`config.mk`:
```
export PLATFORM = sky130hd
export DESIGN_NAME = multicycle_ctrl
export DESIGN_NICKNAME = d
export VERILOG_FILES = /design/src/rtl/multicycle_ctrl.sv
export SDC_FILE = /design/constraint.sdc
export NUM_CORES = 1
export LEC_CHECK = 0
export BUFFER_PORTS_ARGS = -buffer_cell sky130_fd_sc_hd__buf_4
export CORE_MARGIN = 5
export CORE_UTILIZATION = 36
export DETAILED_ROUTE_END_ITERATION = 10
export HOLD_SLACK_MARGIN = 0.05
export PLACE_DENSITY = 0.66
export SLEW_MARGIN = 25
export SYNTH_ARGS = -nofsm -noshare
export SYNTH_HDL_FRONTEND = slang
export SYNTH_SLANG_ARGS = --single-unit
export TNS_END_PERCENT = 100
```
`constraint.sdc`:
```
create_clock -name clk -period 3.2 [get_ports clk]
set_input_delay 0 -clock clk [delete_from_list [all_inputs] [get_ports clk]]
set_output_delay 0 -clock clk [all_outputs]
set_load 0.05 [all_outputs]
```
`src/rtl/multicycle_ctrl.sv`:
```
// Main control FSM for the multicycle RV32I core: sequences the shared datapath
// over several cycles per instruction, stalls on MemReady, traps on unknown opcodes.
module multicycle_ctrl (
  input  logic       clk,
  input  logic       reset,
  input  logic [6:0] op,
  input  logic [2:0] funct3,
  input  logic       funct7b5,
  input  logic       Zero,
  input  logic       MemReady,
  output logic       PCWrite,
  output logic       AdrSrc,
  output logic       MemWrite,
  output logic       IRWrite,
  output logic [1:0] ResultSrc,
  output logic [1:0] ALUSrcA,
  output logic [1:0] ALUSrcB,
  output logic [2:0] ALUControl,
  output logic [1:0] ImmSrc,
  output logic       RegWrite,
  output logic       Illegal
);

  localparam logic [3:0] S_FETCH    = 4'd0;
  localparam logic [3:0] S_DECODE   = 4'd1;
  localparam logic [3:0] S_MEMADR   = 4'd2;
  localparam logic [3:0] S_MEMREAD  = 4'd3;
  localparam logic [3:0] S_MEMWB    = 4'd4;
  localparam logic [3:0] S_MEMWRITE = 4'd5;
  localparam logic [3:0] S_EXECR    = 4'd6;
  localparam logic [3:0] S_EXECI    = 4'd7;
  localparam logic [3:0] S_ALUWB    = 4'd8;
  localparam logic [3:0] S_BEQ      = 4'd9;
  localparam logic [3:0] S_LUI      = 4'd10;
  localparam logic [3:0] S_TRAP     = 4'd11;

  localparam logic [6:0] OP_LOAD  = 7'b0000011;
  localparam logic [6:0] OP_STORE = 7'b0100011;
  localparam logic [6:0] OP_RTYPE = 7'b0110011;
  localparam logic [6:0] OP_ITYPE = 7'b0010011;
  localparam logic [6:0] OP_BEQ   = 7'b1100011;
  localparam logic [6:0] OP_LUI   = 7'b0110111;

  localparam logic [2:0] ALU_ADD = 3'b000;
  localparam logic [2:0] ALU_SUB = 3'b001;
  localparam logic [2:0] ALU_AND = 3'b010;
  localparam logic [2:0] ALU_OR  = 3'b011;
  localparam logic [2:0] ALU_SLT = 3'b101;

  logic [3:0] r_state;
  logic [3:0] w_state_next;
  logic       w_sub_en;
  logic [2:0] w_funct_alu;

  always_ff @(posedge clk) begin
    if (reset) begin
      r_state <= S_FETCH;
    end else begin
      r_state <= w_state_next;
    end
  end

  // Subtract only for register-register ops; addi with Instr[30] set stays add.
  assign w_sub_en = (r_state == S_EXECR) && funct7b5;

  always_comb begin
    w_funct_alu = ALU_ADD;
    case (funct3)
      3'b000:  w_funct_alu = w_sub_en ? ALU_SUB : ALU_ADD;
      3'b010:  w_funct_alu = ALU_SLT;
      3'b110:  w_funct_alu = ALU_OR;
      3'b111:  w_funct_alu = ALU_AND;
      default: w_funct_alu = ALU_ADD;
    endcase
  end

  always_comb begin
    w_state_next = S_FETCH;
    case (r_state)
      S_FETCH:    w_state_next = MemReady ? S_DECODE : S_FETCH;
      S_DECODE: begin
        case (op)
          OP_LOAD, OP_STORE: w_state_next = S_MEMADR;
          OP_RTYPE:          w_state_next = S_EXECR;
          OP_ITYPE:          w_state_next = S_EXECI;
          OP_BEQ:            w_state_next = S_BEQ;
          OP_LUI:            w_state_next = S_LUI;
          default:           w_state_next = S_TRAP;
        endcase
      end
      S_MEMADR:   w_state_next = (op == OP_LOAD) ? S_MEMREAD : S_MEMWRITE;
      S_MEMREAD:  w_state_next = MemReady ? S_MEMWB : S_MEMREAD;
      S_MEMWB:    w_state_next = S_FETCH;
      S_MEMWRITE: w_state_next = MemReady ? S_FETCH : S_MEMWRITE;
      S_EXECR:    w_state_next = S_ALUWB;
      S_EXECI:    w_state_next = S_ALUWB;
      S_ALUWB:    w_state_next = S_FETCH;
      S_BEQ:      w_state_next = S_FETCH;
      S_LUI:      w_state_next = S_FETCH;
      S_TRAP:     w_state_next = S_TRAP;
      default:    w_state_next = S_FETCH;
    endcase
  end

  always_comb begin
    PCWrite    = 1'b0;
    AdrSrc     = 1'b0;
    MemWrite   = 1'b0;
    IRWrite    = 1'b0;
    ResultSrc  = 2'b00;
    ALUSrcA    = 2'b00;
    ALUSrcB    = 2'b00;
    ALUControl = ALU_ADD;
    ImmSrc     = 2'b00;
    RegWrite   = 1'b0;
    Illegal    = 1'b0;
    case (r_state)
      S_FETCH: begin
        ALUSrcB   = 2'b10;
        ResultSrc = 2'b10;
        IRWrite   = MemReady;
        PCWrite   = MemReady;
      end
      // Branch target (OldPC + B-immediate) is parked in ALUOut here.
      S_DECODE: begin
        ALUSrcA = 2'b01;
        ALUSrcB = 2'b01;
        ImmSrc  = 2'b11;
      end
      S_MEMADR: begin
        ALUSrcA = 2'b10;
        ALUSrcB = 2'b01;
        ImmSrc  = (op == OP_LOAD) ? 2'b10 : 2'b01;
      end
      S_MEMREAD: AdrSrc = 1'b1;
      S_MEMWB: begin
        ResultSrc = 2'b01;
        RegWrite  = 1'b1;
      end
      S_MEMWRITE: begin
        AdrSrc   = 1'b1;
        MemWrite = 1'b1;
      end
      S_EXECR: begin
        ALUSrcA    = 2'b10;
        ALUControl = w_funct_alu;
      end
      S_EXECI: begin
        ALUSrcA    = 2'b10;
        ALUSrcB    = 2'b01;
        ImmSrc     = 2'b10;
        ALUControl = w_funct_alu;
      end
      S_ALUWB: RegWrite = 1'b1;
      S_BEQ: begin
        ALUSrcA    = 2'b10;
        ALUControl = ALU_SUB;
        PCWrite    = Zero;
      end
      S_LUI: begin
        ResultSrc = 2'b11;
        RegWrite  = 1'b1;
      end
      S_TRAP:  Illegal = 1'b1;
      default: ;
    endcase
  end

endmodule

```
### Word level (Yosys, flattened, before mapping)

Index checks and enable logic that the tools add are counted.

* flip-flop bits (word level): 4
* latch bits: 0
* RAM bits: 0
* bits in read-only memories: 0
* input port bits: 15
* output and inout port bits: 17
* logic and storage cells: 50
* memories kept: 0

* $add $sub $neg: 0
* multiply operators: 0
* divide/modulo/power cells: 0
* $lt $le $gt $ge: 0
* equality and inequality tests: 20
* shifts and indexed selects: 0
* mux-type cells: 20
* bitwise operators: 0
* reductions and logical operators: 9

Operator list (count)
* $pmux 4 s7: 1
* $eq 7x6->1 const B: 3
* $pmux 4 s5: 1
* $eq 4x3->1 const B: 4
* $eq 4x4->1 const B: 4
* $pmux 2 s3: 2
* $pmux 3 s4: 1
* $mux 3: 3
* $eq 4x2->1 const B: 2
* $pmux 2 s2: 2
* $eq 7x2->1 const B: 1
* $eq 7x5->1 const B: 1
* $eq 7x7->1 const B: 1
* $mux 1: 7
* $eq 3x3->1 const B: 2
* $pmux 3 s2: 1
* $reduce_or 2->1: 3
* $reduce_or 3->1: 2
* $eq 4x1->1 const B: 1
* $logic_not 4->1: 1
* $reduce_or 4->1: 1
* $eq 3x2->1 const B: 1
* $logic_not 3->1: 1
* $mux 2: 1
* other kinds (2): 2

### Longest topological paths before layout

Gate-level depths: netlist of run 1.

* depth in word-level cells: 5
* gate-level depth with buffers: 5
* gate-level depth less buffers: 4

### Worst setup path after synthesis of run 1

Ideal clock, no wire load.

* path kind: reg-to-output
* start point: register r_state[3]
* end point: output IRWrite
* arrival: 2.031 ns
* data required time: 3.200 ns
* slack: 1.169 ns
* stages on the path, launching flop included: 4
* buffers on the path: 1
* cell sequence: dfxtp_1 buf_6 nor4_2 and2_1

* cells in the longest elaborated chain, start to end: 2

Ends and longest elaborated chain
* start: declaration: RTL line 50 `logic [3:0] r_state;`
* start signal: assignment: RTL line 59 `r_state <= w_state_next;`
* $logic_not 4->1: RTL line 117 `case (r_state)`
* $mux 1: RTL line 117
* end: declaration: RTL line 14 `output logic IRWrite,`

No other way between the ends.

### Worst setup path after layout of run 1

* start point: register r_state[2]
* end point: output ALUControl[2]

* cells in the longest elaborated chain, start to end: 3
* elaborated cells between the ends (all ways): 5

Ends and longest elaborated chain
* $eq 4x3->1: RTL line 117
* $reduce_or 2->1 (no line)
* $pmux 3 s2 (*): RTL line 117
* end: declaration: RTL line 18 `output logic [2:0] ALUControl,`

Every way passes the cells marked *; elsewhere a longest branch is shown, timed or not.

==> impl_results.md, run 1 <==
* Largest registers: r_state x4
* Worst vdd ir at 0.633 mV
* Critical path fanouts, max at 17
* Initial Util at 37.0%
* Port buffer count at 31
* Post-place setup slack at 1640 ps
* Synth top area share at 12.8%
* Setup_tns at 0 ps
* Hold Path Depth at 3
* Crit path time final at 1770 ps
* Outcome: complete, no violations
* Final core utilization at 50.7%
* Clock tree sinks at 4
* Worst Path Arrival at 1770 ps
* Fraction of registers with async set or reset after synthesis at 0%
* Post-synth EDFFs at 0
* Fraction of layout cells with a size suffix above 1 at 39.5%
* RSZ-0062 raised after global routing: false
* R2r endpoint: r_state[0]
* Via density at 5.43
* Max reg flops at 4
* Core Box Area at 0.00169 sq mm
* Endpoints failing hold at 0
* Total track usage at 13.9%
* Die area at 0.00267 sq mm
* WHS Endpoint: r_state[1]
* Fmax at 564 MHz
* CTS buffer count at 3
* WP buf/inv at 1
* Tcrit/Tclk final at 55.4%
* Non-Filler Instances at 131
* Leakage at 0.000350 uW
* Layout Nets at 131
* Clock slew at the register clock pins of the worst setup and hold paths at 40 ps
* Global placement routability congestion at 0.805
* R2R setup slack at 1610 ps
* IO Pins at 32
* Hold Path Class: in -> reg
* Flops & latches, synth at 4
* Post-route ant nets at 0
* Final setup violation count at 0
* Crit-path slowest cell: dfxtp_1
* CP cell instances: nor2b_2 > nand3_1 > nor3_1 > buf_4
* Layout area overhead at 37.3%
* Synth area leader: dfxtp_1
* Setup Skew at 0.528 ps
* Die width at 51.6 um
* Die H at 51.6 um
* CTS tree: done
* Largest Register: r_state
* Residual DRC count at 0
* Avg Inst Size Synth at 7.35 sq um
* Hold path start: op[3]
* Largest net degree at the start of global routing at 21
* Cell area after layout at 857 sq um
* Root buffer cell: clkbuf_4
* Seq/Total Area, Yosys at 12.8%
* DP HPWL at 1310 um
* GR Overflow Total at 0
* Ys Warns at 0
* Final Worst Setup Slack at 1430 ps
* Mapped Cells at 85
* Max incr delay on CP at 720 ps
* Post-CTS Setup Inserts at 0
* Skew-Pair Late Insertion Delay at 230 ps
* Initial antenna violation count at 0
* Cell row count at 15
* Max H-tree Level at 1
* Global-route wire length before repair at 2940 um
* Critical Path RT at 3200 ps
* Final wirelength at 1660 um
* Least-Margin Pin Slew at 649 ps
* CTS max path bufs at 2
* Via count at 711
* Vias in the first global route at 692
* Syn nets at 100
* Iteration count of the initial detailed-routing pass at 4
* Startpoint class of the critical path: flip-flop
* Post-CTS Resized at 0
* Post-DP Area at 835 sq um
* CP Class: reg -> out
* Critical path capture point type: output port
* First DRT Iteration DRCs at 8
* Hold_buf cts at 0
* Synth Flop Type: dfxtp_1
* R2R Path Start: r_state[0]
* Final max-slew violation count at 0
* Post-synthesis cell type count at 34
* Wire length per cell at 12.7 um
* Length in cells of the worst reg-to-reg path at 4
* Post-synthesis cell area at 624 sq um
* Synth top area cells: dfxtp_1 (13%), nand2b_1 (6.0%), nor2_1 (5.4%)
* Relative slew margins at 56.7%
* Power Density at 1150 mW/mm^2
* Max cap viols at 0
* CP top delay family: flip-flops
* Diodes inserted at 0
* Cells after DPL at 128
[layout make-up]
| class | count | area (sq um) |
|---|---|---|
| fill | 174 | 832 |
| multi-input combinational | 72 | 485 |
| timing repair buffer | 31 | 233 |
| sequential | 4 | 80.1 |
| clock buffer | 3 | 22.5 |
| tap | 17 | 21.3 |
| inverter | 4 | 15.0 |
[per-layer routing]
layer,track usage (%),part of all wire (%)
met1,16.6,45
met2,24.2,48
met3,3.72,7.4
met4,3.93,0
met5,0,0
[through the flow]
step	total power (uW)	hold slack, ps
5_1_grt	1050	105
3_5_place_dp	928	302
2_1_floorplan	749	180
3_3_place_gp	927	299
4_1_cts	992	98.6
6_report	987	91.8
[cell usage after synthesis (2+ instances only)]
library cell and count:
a21oi_1 4, xnor2_1 2, buf_2 2, nand3b_1 3
o22ai_1 2, nor3_1 3, nor2_1 9, dfxtp_1 4
o21ai_1 4, buf_6 3, o21ai_0 2, nand3_1 5
nand2b_1 6, nand2_1 6, nor4_2 2, a31oi_1 5
a21o_1 4, inv_1 3
[worst min-delay path: stages]
cell	delay, ps
buf_4	80
o31ai_1	60
a31oi_1	140
[kinds of logic after synthesis]
group,count (synthesis),synth area share (%)
AO/OA/AOI/OAI,25,26.1
buffers and inverters,9,9.42
multiplexers,1,1.60
flip-flops,4,12.8
AND/OR/NAND/NOR,44,47.3
XOR/XNOR,2,2.81
[layout by cell type (no fill, tap or decap), types with 2 or more instances in the layout]
| master | instances |
|---|---|
| nor2_1 | 9 |
| buf_4 | 31 |
| nor3_1 | 3 |
| clkbuf_4 | 3 |
| nand3b_1 | 3 |
| xnor2_1 | 2 |
| a21oi_1 | 4 |
| nand3_1 | 5 |
| a21o_1 | 4 |
| inv_1 | 3 |
| o21ai_0 | 2 |
| nand2_1 | 6 |
| o21ai_1 | 4 |
| a31oi_1 | 5 |
| nor4_2 | 2 |
| nand2b_1 | 6 |
| o22ai_1 | 2 |
| dfxtp_1 | 4 |
[worst max path at each step]
stage / startpoint / end / slack [ps] / cells past startpoint
final: r_state[2] / ALUControl[2] / 1430 / 4
after global routing: r_state[2] / ALUControl[2] / 1300 / 4
after CTS: r_state[2] / ALUControl[2] / 1430 / 4
after detailed placement: r_state[0] / r_state[0] / 1640 / 4
after global placement: r_state[0] / r_state[0] / 1610 / 4
after floorplan: r_state[3] / IRWrite / 1170 / 3
[where the power goes]
group / switching (uW) / leakage (uW) / internal, uW / total (uW)
sequential: 84.3 / 0.0000327 / 68.0 / 152
combinational: 506 / 0.000303 / 266 / 773
clock: 19.9 / 0.0000138 / 41.9 / 61.8
total: 610 / 0.000350 / 376 / 987
No activity file was read; power rests on OpenSTA's default activity.
==> run 2: changes to the inputs <==
clock period = 1.8 ns   (was 3.2 ns; I/O delays follow)
==> run 2 against run 1 <==
  * Die area unchanged
  * Critical path depth up 1
  * Clock power up 81%
  * Worst setup slack worse by 1300 ps
  * Combinational power up 91%
  * Wire length up 4.6%
  * Count of clock-buffer cells in the layout unchanged
  * Power up 85%
  * Global-route usage up 0.84 points
  * Clock skew up 3.9 ps
  * Critical path type unchanged
==> impl_results.md, run 2 (synthesized netlist as in run 1, its figures left out) <==
* Via density at 5.53
* Die width at 51.6 um
* Post-route ant nets at 0
* Hold Path Class: in -> reg
* CTS max path bufs at 2
* Post-CTS Resized at 0
* Iteration count of the initial detailed-routing pass at 4
* Most common cell after layout, fill and taps aside: buf_4
* Worst vdd ir at 0.909 mV
* Power Density at 2030 mW/mm^2
* Crit path time final at 1690 ps
* Max cap viols at 0
* Max reg flops at 4
* Max H-tree Level at 1
* Commonest cells after routing, fill and taps aside: buf_4 (34), nor2_1 (9), nand2b_1 (6), nand2_1 (6)
* Global placement routability congestion at 0.850
* Layout filler cell count at 164
* Cell area after layout at 898 sq um
* Layout area overhead at 43.9%
* IO Pins at 32
* Final Worst Setup Slack at 111 ps
* Cell row count at 15
* DP HPWL at 1370 um
* Worst Path Arrival at 1690 ps
* Final max-slew violation count at 0
* GR Overflow Total at 0
* Core Box Area at 0.00169 sq mm
* Clock slew at the register clock pins of the worst setup and hold paths at 40 ps
* Least-Margin Pin Slew at 667 ps
* CTS tree: done
* Largest registers: r_state x4
* Wire length per cell at 13.0 um
* Die area at 0.00267 sq mm
* Residual DRC count at 0
* Die H at 51.6 um
* Outcome: complete, no violations
* Final setup violation count at 0
* CP Class: reg -> out
* Overall Power at 1830 uW
* Critical path capture point type: output port
* Initial Util at 37.0%
* Diodes inserted at 0
* Endpoints failing hold at 0
* Final wirelength at 1740 um
* Leakage at 0.000374 uW
* Layout Nets at 134
* CTS buffer count at 3
* Critical path fanouts, max at 15
* Post-DP Area at 876 sq um
* Skew-Pair Late Insertion Delay at 240 ps
* Setup_tns at 0 ps
* RSZ-0062 raised after global routing: false
* Critical Path RT at 1800 ps
* Total track usage at 14.7%
* Via count at 741
* Tcrit/Tclk final at 93.8%
* Final core utilization at 53.2%
* Fraction of layout cells with a size suffix above 1 at 42.7%
* Initial antenna violation count at 0
* First DRT Iteration DRCs at 12
* Relative slew margins at 55.5%
* Root buffer cell: clkbuf_4
* Largest net degree at the start of global routing at 16
* Startpoint class of the critical path: flip-flop
* Global-route wire length before repair at 2960 um
* Setup Skew at 4.40 ps
* Port buffer count at 31
* Clock tree sinks at 4
* Post-CTS Setup Inserts at 0
* Post-place setup slack at 291 ps
* Largest Register: r_state
* Hold_buf cts at 0
* Fmax at 592 MHz
* Vias in the first global route at 695
## run 2: cell count changes in the layout (fill, tap and decap cells not counted), sizes merged
cell | previous run | this run
buf | 31 | 34
## run 2: per-layer routing
metal  global-route usage (%)  up-vias  part of all wire, %
met2                     24.8       32                   47
met3                     1.72        4                  7.9
met1                     17.1      327                   43
met4                     10.5        0                  2.6
li1                         -      378                    -
met5                        0        -                    0
## run 2: layout make-up
cell class | instances | area, sq um | share of cell area, %
Multi-Input combinational cell | 72 | 504 | 56.1
Timing Repair Buffer | 34 | 255 | 28.4
Inverter | 4 | 15.0 | 1.67
Sequential cell | 4 | 80.1 | 8.91
Clock buffer | 3 | 22.5 | 2.51
Tap cell | 17 | 21.3 | 2.37
## run 2: worst paths after layout
check	start	end	slack (ps)	depth (start not counted)
max	r_state[3]	PCWrite	110	5
min	reset	r_state[0]	90	3
max reg2reg	r_state[0]	r_state[2]	270	4
min reg2reg	r_state[1]	r_state[3]	670	2
## run 2: stage by stage
step | hold slack, ps | std cells
finish | 86.9 | 134
global route | 102 | 134
CTS | 78.4 | 134
detailed placement | 305 | 131
global placement | 297 | 131
floorplan | 101 | 85
## run 2: report_power, final
group	internal [uW]	switching (uW)
registers	121	112
clock network	74.5	37.0
logic	521	960
total	717	1110
## run 2: critical path, stage by stage (launching register included)
cell and delay (ps):
dfxtp_1 740, nand2b_1 230, nor2_1 50, a31oi_1 190
nor3_2 50, buf_4 190
